--- config.mk ---
export PLATFORM = sky130hd
export DESIGN_NAME = dmem_arbiter_flat
export DESIGN_NICKNAME = d
export VERILOG_FILES = /design/src/rtl/dmem_arb_pkg.sv /design/src/rtl/dmem_arbiter_if.sv /design/src/rtl/rr_arbiter2.sv /design/src/rtl/dmem_arbiter.sv /design/src/flat_wrapper.sv
export SDC_FILE = /design/constraint.sdc
export NUM_CORES = 1
export LEC_CHECK = 0
export CAP_MARGIN = 20
export CORE_MARGIN = 8
export CORE_UTILIZATION = 25
export CTS_BUF_LIST = sky130_fd_sc_hd__clkbuf_8
export DETAILED_ROUTE_END_ITERATION = 8
export MAX_ROUTING_LAYER = met4
export RECOVER_POWER = 25
export SLEW_MARGIN = 40
export SYNTH_ARGS = -nofsm -noshare
export SYNTH_HDL_FRONTEND = slang
export SYNTH_SLANG_ARGS = --single-unit
export TNS_END_PERCENT = 1
--- constraint.sdc ---
create_clock -name clk -period 1.83 [get_ports clk]
set_clock_uncertainty 0.2 [all_clocks]
set_input_delay 0.549 -clock clk [delete_from_list [all_inputs] [get_ports clk]]
set_output_delay 0.549 -clock clk [all_outputs]
set_load 0.1 [all_outputs]
--- src/rtl/dmem_arb_pkg.sv ---
// Shared types and constants for the two-port data-memory arbiter.
// Also used by dmem_arbiter when built with DMEM_ARB_STATS_EN.
package dmem_arb_pkg;

  typedef enum logic [1:0] {
    IDLE   = 2'd0,
    ACCESS = 2'd1,
    WAIT   = 2'd2,
    RESP   = 2'd3
  } state_t;

  localparam int unsigned REQ_CORE   = 0;
  localparam int unsigned REQ_DBG    = 1;
  localparam int unsigned DWIDTH_DEF = 32;
  localparam int unsigned AWIDTH_DEF = 4;
  localparam int unsigned STAT_W     = 16;
  localparam int unsigned LAT_W      = 3;

  // Saturating increment for the grant statistics counters.
  function automatic logic [STAT_W-1:0] sat_inc(input logic [STAT_W-1:0] v);
    return (&v) ? v : v + STAT_W'(1);
  endfunction

endpackage

--- src/rtl/dmem_arbiter_if.sv ---
// Requester, response and memory-side signals of dmem_arbiter.
// The slave modport is the arbiter; the master modport is the core/debug/dmem side.
interface dmem_arbiter_if
  import dmem_arb_pkg::*;
#(
  parameter int unsigned DWIDTH = DWIDTH_DEF,
  parameter int unsigned AWIDTH = AWIDTH_DEF
);

  logic              req0_valid;
  logic              req0_we;
  logic [AWIDTH-1:0] req0_addr;
  logic [DWIDTH-1:0] req0_wdata;
  logic              req0_ready;
  logic              rsp0_valid;
  logic [DWIDTH-1:0] rsp0_rdata;

  logic              req1_valid;
  logic              req1_we;
  logic [AWIDTH-1:0] req1_addr;
  logic [DWIDTH-1:0] req1_wdata;
  logic              req1_ready;
  logic              rsp1_valid;
  logic [DWIDTH-1:0] rsp1_rdata;

  logic              mem_en;
  logic              mem_we;
  logic [AWIDTH-1:0] mem_addr;
  logic [DWIDTH-1:0] mem_wdata;
  logic [DWIDTH-1:0] mem_rdata;

  logic              busy;

  modport slave (
    input  req0_valid, req0_we, req0_addr, req0_wdata,
    input  req1_valid, req1_we, req1_addr, req1_wdata,
    input  mem_rdata,
    output req0_ready, rsp0_valid, rsp0_rdata,
    output req1_ready, rsp1_valid, rsp1_rdata,
    output mem_en, mem_we, mem_addr, mem_wdata,
    output busy
  );

  modport master (
    output req0_valid, req0_we, req0_addr, req0_wdata,
    output req1_valid, req1_we, req1_addr, req1_wdata,
    output mem_rdata,
    input  req0_ready, rsp0_valid, rsp0_rdata,
    input  req1_ready, rsp1_valid, rsp1_rdata,
    input  mem_en, mem_we, mem_addr, mem_wdata,
    input  busy
  );

endinterface

--- src/rtl/rr_arbiter2.sv ---
// Two-way round-robin grant; last_grant resets to the debug port so the core wins the first tie.
module rr_arbiter2
  import dmem_arb_pkg::*;
(
  input  logic       clk,
  input  logic       rst,
  input  logic       en,
  input  logic [1:0] req,
  input  logic       accept,
  output logic [1:0] grant_c
);

  logic last_q;

  // One-hot grant, only while enabled; a tie goes to the port not granted last.
  always_comb begin
    grant_c = 2'b00;
    if (en) begin
      if (req == 2'b11) begin
        grant_c = last_q ? 2'b01 : 2'b10;
      end else begin
        grant_c = req;
      end
    end
  end

  always_ff @(posedge clk or negedge rst) begin
    if (!rst) begin
      last_q <= 1'b1;
    end else if (accept) begin
      last_q <= grant_c[REQ_DBG];
    end
  end

endmodule

--- src/rtl/dmem_arbiter.sv ---
// Round-robin arbiter/sequencer for the single-port dmem: issue, fixed-latency wait, respond.
// Optional grant statistics outputs are enabled by defining DMEM_ARB_STATS_EN.
module dmem_arbiter
  import dmem_arb_pkg::*;
#(
  parameter int unsigned DWIDTH  = DWIDTH_DEF,
  parameter int unsigned AWIDTH  = AWIDTH_DEF,
  parameter int unsigned MEM_LAT = 1
)(
  input  logic                 clk,
  input  logic                 rst,
  dmem_arbiter_if.slave        bus
`ifdef DMEM_ARB_STATS_EN
  ,
  output logic [STAT_W-1:0]    grant_cnt0,
  output logic [STAT_W-1:0]    grant_cnt1
`endif
);

  state_t            state_q, state_d;
  logic [LAT_W-1:0]  cnt_q;
  logic              port_q;
  logic              we_q;
  logic [1:0]        grant_c;
  logic              accept_c;
  logic              last_wait_c;
  logic              sel_we;
  logic [AWIDTH-1:0] sel_addr;
  logic [DWIDTH-1:0] sel_wdata;

  logic              mem_en_q;
  logic              mem_we_q;
  logic [AWIDTH-1:0] mem_addr_q;
  logic [DWIDTH-1:0] mem_wdata_q;
  logic              rsp0_valid_q, rsp1_valid_q;
  logic [DWIDTH-1:0] rsp0_rdata_q, rsp1_rdata_q;
  logic              busy_q;

  rr_arbiter2 u_arb (
    .clk     (clk),
    .rst     (rst),
    .en      (state_q == IDLE),
    .req     ({bus.req1_valid, bus.req0_valid}),
    .accept  (accept_c),
    .grant_c (grant_c)
  );

  assign bus.req0_ready = grant_c[REQ_CORE];
  assign bus.req1_ready = grant_c[REQ_DBG];

  // Request fields of whichever port is granted this cycle.
  always_comb begin
    sel_we    = bus.req0_we;
    sel_addr  = bus.req0_addr;
    sel_wdata = bus.req0_wdata;
    if (grant_c[REQ_DBG]) begin
      sel_we    = bus.req1_we;
      sel_addr  = bus.req1_addr;
      sel_wdata = bus.req1_wdata;
    end
  end

  assign last_wait_c = (state_q == WAIT) && (cnt_q == LAT_W'(1));

  always_ff @(posedge clk or negedge rst) begin
    if (!rst) begin
      state_q <= IDLE;
    end else begin
      state_q <= state_d;
    end
  end

  always_comb begin
    state_d  = state_q;
    accept_c = 1'b0;
    case (state_q)
      IDLE: begin
        if (|grant_c) begin
          accept_c = 1'b1;
          state_d  = ACCESS;
        end
      end
      ACCESS:  state_d = WAIT;
      WAIT:    if (last_wait_c) state_d = RESP;
      RESP:    state_d = IDLE;
      default: state_d = IDLE;
    endcase
  end

  // Owner/direction latch and latency counter.
  always_ff @(posedge clk or negedge rst) begin
    if (!rst) begin
      port_q <= 1'b0;
      we_q   <= 1'b0;
      cnt_q  <= '0;
    end else begin
      if (accept_c) begin
        port_q <= grant_c[REQ_DBG];
        we_q   <= sel_we;
      end
      if (state_q == ACCESS) begin
        cnt_q <= LAT_W'(MEM_LAT);
      end else if (state_q == WAIT) begin
        cnt_q <= cnt_q - LAT_W'(1);
      end
    end
  end

  // Registered outputs; the mem_* registers hold the accepted request for the ACCESS cycle only.
  always_ff @(posedge clk or negedge rst) begin
    if (!rst) begin
      mem_en_q     <= 1'b0;
      mem_we_q     <= 1'b0;
      mem_addr_q   <= '0;
      mem_wdata_q  <= '0;
      rsp0_valid_q <= 1'b0;
      rsp1_valid_q <= 1'b0;
      rsp0_rdata_q <= '0;
      rsp1_rdata_q <= '0;
      busy_q       <= 1'b0;
    end else begin
      mem_en_q     <= accept_c;
      mem_we_q     <= accept_c & sel_we;
      mem_addr_q   <= accept_c ? sel_addr  : '0;
      mem_wdata_q  <= accept_c ? sel_wdata : '0;
      rsp0_valid_q <= last_wait_c & ~port_q;
      rsp1_valid_q <= last_wait_c &  port_q;
      rsp0_rdata_q <= (last_wait_c && !port_q && !we_q) ? bus.mem_rdata : '0;
      rsp1_rdata_q <= (last_wait_c &&  port_q && !we_q) ? bus.mem_rdata : '0;
      busy_q       <= (state_d != IDLE);
    end
  end

  assign bus.mem_en     = mem_en_q;
  assign bus.mem_we     = mem_we_q;
  assign bus.mem_addr   = mem_addr_q;
  assign bus.mem_wdata  = mem_wdata_q;
  assign bus.rsp0_valid = rsp0_valid_q;
  assign bus.rsp1_valid = rsp1_valid_q;
  assign bus.rsp0_rdata = rsp0_rdata_q;
  assign bus.rsp1_rdata = rsp1_rdata_q;
  assign bus.busy       = busy_q;

`ifdef DMEM_ARB_STATS_EN
  // Per-port acceptance counters, saturating.
  always_ff @(posedge clk or negedge rst) begin
    if (!rst) begin
      grant_cnt0 <= '0;
      grant_cnt1 <= '0;
    end else begin
      if (accept_c && grant_c[REQ_CORE]) grant_cnt0 <= sat_inc(grant_cnt0);
      if (accept_c && grant_c[REQ_DBG])  grant_cnt1 <= sat_inc(grant_cnt1);
    end
  end
`endif

endmodule

--- src/flat_wrapper.sv ---
// flat-port wrapper written by rule: the top's interface ports become plain ports
module dmem_arbiter_flat import dmem_arb_pkg::*;
#(
  parameter int unsigned DWIDTH  = DWIDTH_DEF,
  parameter int unsigned AWIDTH  = AWIDTH_DEF,
  parameter int unsigned MEM_LAT = 1
)
  (clk, rst, bus_req0_valid, bus_req0_we, bus_req0_addr, bus_req0_wdata, bus_req1_valid, bus_req1_we, bus_req1_addr, bus_req1_wdata, bus_mem_rdata, bus_req0_ready, bus_rsp0_valid, bus_rsp0_rdata, bus_req1_ready, bus_rsp1_valid, bus_rsp1_rdata, bus_mem_en, bus_mem_we, bus_mem_addr, bus_mem_wdata, bus_busy);
  dmem_arbiter_if #(.DWIDTH(DWIDTH), .AWIDTH(AWIDTH)) bus_i ();
  input  logic clk;
  input  logic rst;
  input wire logic [$bits(bus_i.req0_valid)-1:0] bus_req0_valid;
  input wire logic [$bits(bus_i.req0_we)-1:0] bus_req0_we;
  input wire logic [$bits(bus_i.req0_addr)-1:0] bus_req0_addr;
  input wire logic [$bits(bus_i.req0_wdata)-1:0] bus_req0_wdata;
  input wire logic [$bits(bus_i.req1_valid)-1:0] bus_req1_valid;
  input wire logic [$bits(bus_i.req1_we)-1:0] bus_req1_we;
  input wire logic [$bits(bus_i.req1_addr)-1:0] bus_req1_addr;
  input wire logic [$bits(bus_i.req1_wdata)-1:0] bus_req1_wdata;
  input wire logic [$bits(bus_i.mem_rdata)-1:0] bus_mem_rdata;
  output wire logic [$bits(bus_i.req0_ready)-1:0] bus_req0_ready;
  output wire logic [$bits(bus_i.rsp0_valid)-1:0] bus_rsp0_valid;
  output wire logic [$bits(bus_i.rsp0_rdata)-1:0] bus_rsp0_rdata;
  output wire logic [$bits(bus_i.req1_ready)-1:0] bus_req1_ready;
  output wire logic [$bits(bus_i.rsp1_valid)-1:0] bus_rsp1_valid;
  output wire logic [$bits(bus_i.rsp1_rdata)-1:0] bus_rsp1_rdata;
  output wire logic [$bits(bus_i.mem_en)-1:0] bus_mem_en;
  output wire logic [$bits(bus_i.mem_we)-1:0] bus_mem_we;
  output wire logic [$bits(bus_i.mem_addr)-1:0] bus_mem_addr;
  output wire logic [$bits(bus_i.mem_wdata)-1:0] bus_mem_wdata;
  output wire logic [$bits(bus_i.busy)-1:0] bus_busy;
  assign bus_i.req0_valid = bus_req0_valid;
  assign bus_i.req0_we = bus_req0_we;
  assign bus_i.req0_addr = bus_req0_addr;
  assign bus_i.req0_wdata = bus_req0_wdata;
  assign bus_i.req1_valid = bus_req1_valid;
  assign bus_i.req1_we = bus_req1_we;
  assign bus_i.req1_addr = bus_req1_addr;
  assign bus_i.req1_wdata = bus_req1_wdata;
  assign bus_i.mem_rdata = bus_mem_rdata;
  assign bus_req0_ready = bus_i.req0_ready;
  assign bus_rsp0_valid = bus_i.rsp0_valid;
  assign bus_rsp0_rdata = bus_i.rsp0_rdata;
  assign bus_req1_ready = bus_i.req1_ready;
  assign bus_rsp1_valid = bus_i.rsp1_valid;
  assign bus_rsp1_rdata = bus_i.rsp1_rdata;
  assign bus_mem_en = bus_i.mem_en;
  assign bus_mem_we = bus_i.mem_we;
  assign bus_mem_addr = bus_i.mem_addr;
  assign bus_mem_wdata = bus_i.mem_wdata;
  assign bus_busy = bus_i.busy;
  dmem_arbiter #(.DWIDTH(DWIDTH), .AWIDTH(AWIDTH), .MEM_LAT(MEM_LAT)) u_core (.clk(clk), .rst(rst), .bus(bus_i));
endmodule
### After elaboration in Yosys (flattened, before gate mapping)

Index checks and enable logic that the tools add are counted.

* add/subtract/negate cells: 1
* eq/ne operators: 5
* multiplexer cells: 17
* bitwise gates (word level): 4
* reductions and logical operators: 11

Operators by type and width (number)
* 32-bit two-way mux: 4
* 2-bit two-way mux: 5
* 4-bit two-way mux: 2
* 2-bit one-hot mux with 4 select lines: 1
* 2-bit equality test, second input constant: 3
* 3-bit two-way mux: 2
* 1-bit logical AND: 5
* 2-bit nonzero test: 2
* 1-bit AND: 3
* 3-bit by 1-bit equality test with 1-bit output, second input constant: 1
* 1-bit two-way mux: 3
* 3-bit by 1-bit subtractor with 3-bit output, second input constant: 1
* 2-bit by 1-bit equality test with 1-bit output, second input constant: 1
* 1-bit logical NOT: 2
* 2-bit logical NOT: 1
* 2-bit OR reduction: 1
* 1-bit inverter: 1

* register bits: 113
* bits of input ports: 110
* output and inout port bits: 107

### Longest topological paths before layout

* word-level depth: 7
* depth in mapped cells: 8
* mapped depth without buffers: 6

### Cells and area by module

From an unflattened synthesis, not the netlist that was laid out.

* cells, all modules: 308
* area, all modules: 4113.9 um^2

Modules (own cells, without submodules)
* dmem_arbiter: instances 1, cells an instance 300, area an instance 4047.6 um^2
* rr_arbiter2: instances 1, cells an instance 8, area an instance 66.3 um^2

### Least setup slack after synthesis

OpenSTA, ideal clock, no wires.

* kind: reg-to-output
* start: register u_core.state_q[0]
* end: output bus_req0_ready
* arrival: 2514 ps
* required time: 1081 ps
* path slack: -1433 ps
* cell stages (with the launch flop): 7
* path through: dfrtp_1 inv_1 ha_1 buf_4 clkbuf_1 nand2_1 a21oi_1

* longest elaborated chain between the ends: 2

RTL lines
* from (decl): RTL line dmem_arbiter.sv:20 `state_t state_q, state_d;`
* from (signal assigned): RTL line dmem_arbiter.sv:69 `state_q <= state_d;`
* 2-bit logical NOT: RTL line dmem_arbiter.sv:42 `.en (state_q == IDLE),`
* 2-bit two-way mux: RTL line rr_arbiter2.sv:18 `if (en) begin`
* to (decl): RTL line flat_wrapper.sv:21 `output wire logic [$bits(bus_i.req0_ready)-1:0] bus_req0_ready;`

Every way passes these cells.

### Worst setup path in the final report

* start: register u_core.state_q[1]
* end: output bus_req0_ready

Same word-level chain as after synthesis.

==> summary by stage <==
Status
The run finished, with violations left. The final reports fail on setup timing.

Timing
For the pin with the worst max-slew slack, the measured transition is 0.417 ns. For the finished layout, the period the worst path requires is roughly 2.3 ns. Setup violations remaining at the end of the flow were counted as 4. The final cycle utilization of the critical path is 125%.

The headroom to the max-slew limit is 72.2%. For this run, the top clock speed supported by timing is 437 MHz. The final hold violation count came to 0. Setup repair after global routing could not meet its margin everywhere.

Once routing completed, OpenROAD measured the worst setup slack at -0.460 ns. The max-slew violation count is 0.

Pwr
The design draws 11.9 mW. For this design the ratio of total power to cell area is ~1400 mW/mm². For this design the static power due to leakage is ~3.7 nW. IR analysis of the VDD net gives a maximum drop of 0.981 mV.

Synth
A synthesized cell averages 12.2 µm². The register bit total from synthesis is 113. The number of distinct standard cells referenced by the synthesized netlist is 30. Yosys printed 0 warnings. The number of nets in the synthesized netlist is 477. The most used flip-flop cell after synthesis is dfrtp_1. The fraction of synthesis flops using an asynchronous set or reset pin is 100%. In this run, synthesis inferred 0 flip-flops with an integrated enable.

Synthesis produced a netlist whose cell count is 362. In this run the cell area of the synthesized design comes to 0.00441 mm². Summing the sequential cell areas from Yosys gives between 60% and 70% of the chip area.

Critical path
The critical path goes through inv_2 > ha_4 > buf_12 > nand2_4 > a21oi_4 > buf_12. The cell family contributing the most delay on the critical path is flip-flops. On the worst path, the slowest cell contributes a delay of 0.40 ns. For the worst setup path, the data arrival time is 1.54 ns. The worst setup path is launched from a register. The critical setup path kind is register to output port. The slack of the worst reg-to-reg path is -0.03 ns. The cell that appears most often on the critical path is buf_12. The count of buffering cells on the critical path with inverters included is 3. Of all nets on the critical path, the largest fanout is 2. STA puts the critical path data required time at 1.08 ns. The endpoint type of the worst setup path is an output port. The library cell contributing the largest single delay on the critical path is dfrtp_1.

Cells and area
0 antenna diodes ended up in the layout. After filler insertion, the fill cell instance count of the layout stands at 1471. In the final layout, the share of cells above drive strength 1 is 33.8%. The post-route standard cell area excluding fillers is 0.00854 mm². Compared with the post-synthesis result, the final layout area differs by 93.9%. The count of non-filler cells in the finished layout is 831.

For this run, the share of the core covered by cells in the final layout is 49.6%. For this run, the post-layout net count is 708.

CTS
TritonCTS built the clock tree. The clock drives roughly 110 sinks. The clock insertion delay at the later pin of the skew report is 0.42 ns. The number of H-tree branching levels is 4. The number of clock buffers added by TritonCTS is 17.

The cell sitting at the root of the clock tree is a clkbuf_8. The register clock-pin slew on the reported worst setup and hold paths is 0.07 ns. The deepest clock path buffer count is 2.

Placed design
Summing all placed instances gives a cell area of 0.00803 mm². The congestion estimate from routability-driven global placement came to between 0.8 and 0.9. The worst slack at placement is -0.554 ns. The placed wire-length estimate after detailed placement is 11700 µm. Once placement completed, the tool counted placed cells totaling just under 800. The number of buffers inserted by port buffering is around 220.

GRT
Entering global routing, the biggest net connects 67 pins. The first global-routing pass estimated 23800 µm of wire. The number of antenna violations at the first check in global routing is 0. The total congestion overflow after global routing is 0. The via count of the first global-routing pass is between 4000 and 5000. Global routing used approximately 14% of the available tracks across all layers.

Drt
The first detailed-routing pass took 4 iterations. The per-cell via count in the routed design is 4.59. After detailed routing, the total wire length is around 15000 µm. After the first detailed-routing iteration, the DRC count stood at 103. The detail route stage leaves a number of antenna-violating nets equal to 0. The DRC violations left is 0. The total number of vias is 3813. The routed length per placed instance is around 18 µm.

Floorplanning
Row generation in the floorplan step produced between 40 and 50 rows. The horizontal extent of the die is 149 µm. The number of top-level pins is 217.

The die extent in y is 149 µm. The initial standard-cell utilization of the core is 25.6%. The total core area is 0.0172 mm².

The die covers approximately 0.022 mm².

Worst hold path
The worst min-delay path class is register to register.

Job
Across the run, the number of max-cap violations was 0.
## sequential cells by signal (all words and copies together) (netlist names), 2 cells and up
register,flops
u_core.bus.rsp0_rdata,32
u_core.bus.mem_addr,4
u_core.cnt_q,3
u_core.state_q,2
u_core.bus.mem_wdata,32
u_core.bus.rsp1_rdata,32
## worst register-to-register path: cells and delay by family, from the launching register on
family | cells | cell delay (ns)
adder cells (fa/ha/maj) | 1 | 0.18
flip-flops | 1 | 0.37
AO/OA/AOI/OAI | 3 | 0.39
buffers and inverters | 5 | 0.60
## synth_stat cells (2+ instances only)
master	count	area (µm²)
dfrtp_1	112	2800
and2_1	46	288
a21oi_1	39	195
o21ai_0	38	190
o2111ai_1	37	324
and2_2	19	143
buf_2	12	60.1
clkbuf_1	8	30.0
clkbuf_2	8	40.0
inv_1	7	26.3
buf_4	5	37.5
ha_1	5	62.6
nor2_1	4	15.0
nand2_1	3	11.3
o21ai_1	3	15.0
o22ai_1	2	12.5
## cells by family after synthesis
logic type	count (synthesis)	synth area share (%)
compound gates	123	17.4
flops	113	64.2
simple gates	78	12.0
buf+inv	42	4.74
fa+ha+maj	5	1.42
mux	1	0.256
## cell type report
| class | count | area, µm² | share of cell area (%) |
|---|---|---|---|
| tap | 225 | 282 | 3.30 |
| timing repair buffer | 246 | 3540 | 41.5 |
| inverter | 8 | 30.0 | 0.351 |
| clock inverter | 13 | 160 | 1.87 |
| clock buffer | 19 | 262 | 3.06 |
| sequential | 113 | 2830 | 33.1 |
| multi-input combinational | 207 | 1440 | 16.8 |
## path summary, 6_finish.rpt
check,start,end,cells after the start
min,u_core.port_q$_DFFE_PN0P_,u_core.bus.rsp0_valid$_DFF_PN0_,1
max in group asynchronous,rst,u_core.bus.mem_wdata[14]$_DFF_PN0_,3
min in group asynchronous,rst,u_core.bus.rsp0_rdata[24]$_DFF_PN0_,3
max,u_core.state_q[1]$_DFF_PN0_,bus_req0_ready,6
min reg2reg,u_core.port_q$_DFFE_PN0P_,u_core.bus.rsp0_valid$_DFF_PN0_,1
max reg2reg,u_core.state_q[1]$_DFF_PN0_,u_core.bus.busy$_DFF_PN0_,9
## cells in the final DEF (no fill, tap or decap), types with 2 or more instances in the layout
master	instances
buf_4	22
o22ai_1	2
dfrtp_1	112
buf_12	113
clkbuf_8	19
o21ai_1	2
nor2_1	3
o21ai_0	38
clkdlybuf4s50_1	106
and2_2	19
bufinv_16	3
dlygate4sd2_1	2
clkinv_2	2
clkinv_4	2
o2111ai_1	37
inv_2	3
ha_1	3
ha_4	2
inv_1	6
a21oi_2	2
clkinvlp_4	4
and2_1	46
a21oi_1	36
## power by group
group          internal (mW)  total (mW)  switching [mW]
Combinational           2.21        6.13            3.92
Clock                   1.42        2.46            1.04
Sequential              2.91        3.28           0.362
## routing by layer
| metal | part of all wire [%] | wire length (µm) | track usage (%) | vias to the layer above |
|---|---|---|---|---|
| met2 | 47 | 7020 | 22.0 | 212 |
| met4 | 2.2 | 326 | 5.55 | 0 |
| li1 | - | - | - | 1738 |
| met3 | 11 | 1620 | 6.34 | 25 |
| met1 | 41 | 6120 | 16.3 | 1838 |
| met5 | 0 | 0 | - | - |
## repair_timing
item	CTS	global route
endpoints found under the hold margin	112	0
resized for setup	10	3
setup buffers	3	1
pin swaps	2	3
setup endpoints to repair	33	66
hold buffers	1	0
## stage by stage
stage                     TNS, ns  hold WS (ns)
final                      -0.934         0.363
after global routing        -2.67         0.406
after CTS                   -1.04         0.362
after floorplan            -0.722        0.0534
after detailed placement   -22.22         0.352
after global placement     -20.42         0.328
No activity file was read; power rests on OpenSTA's default activity.
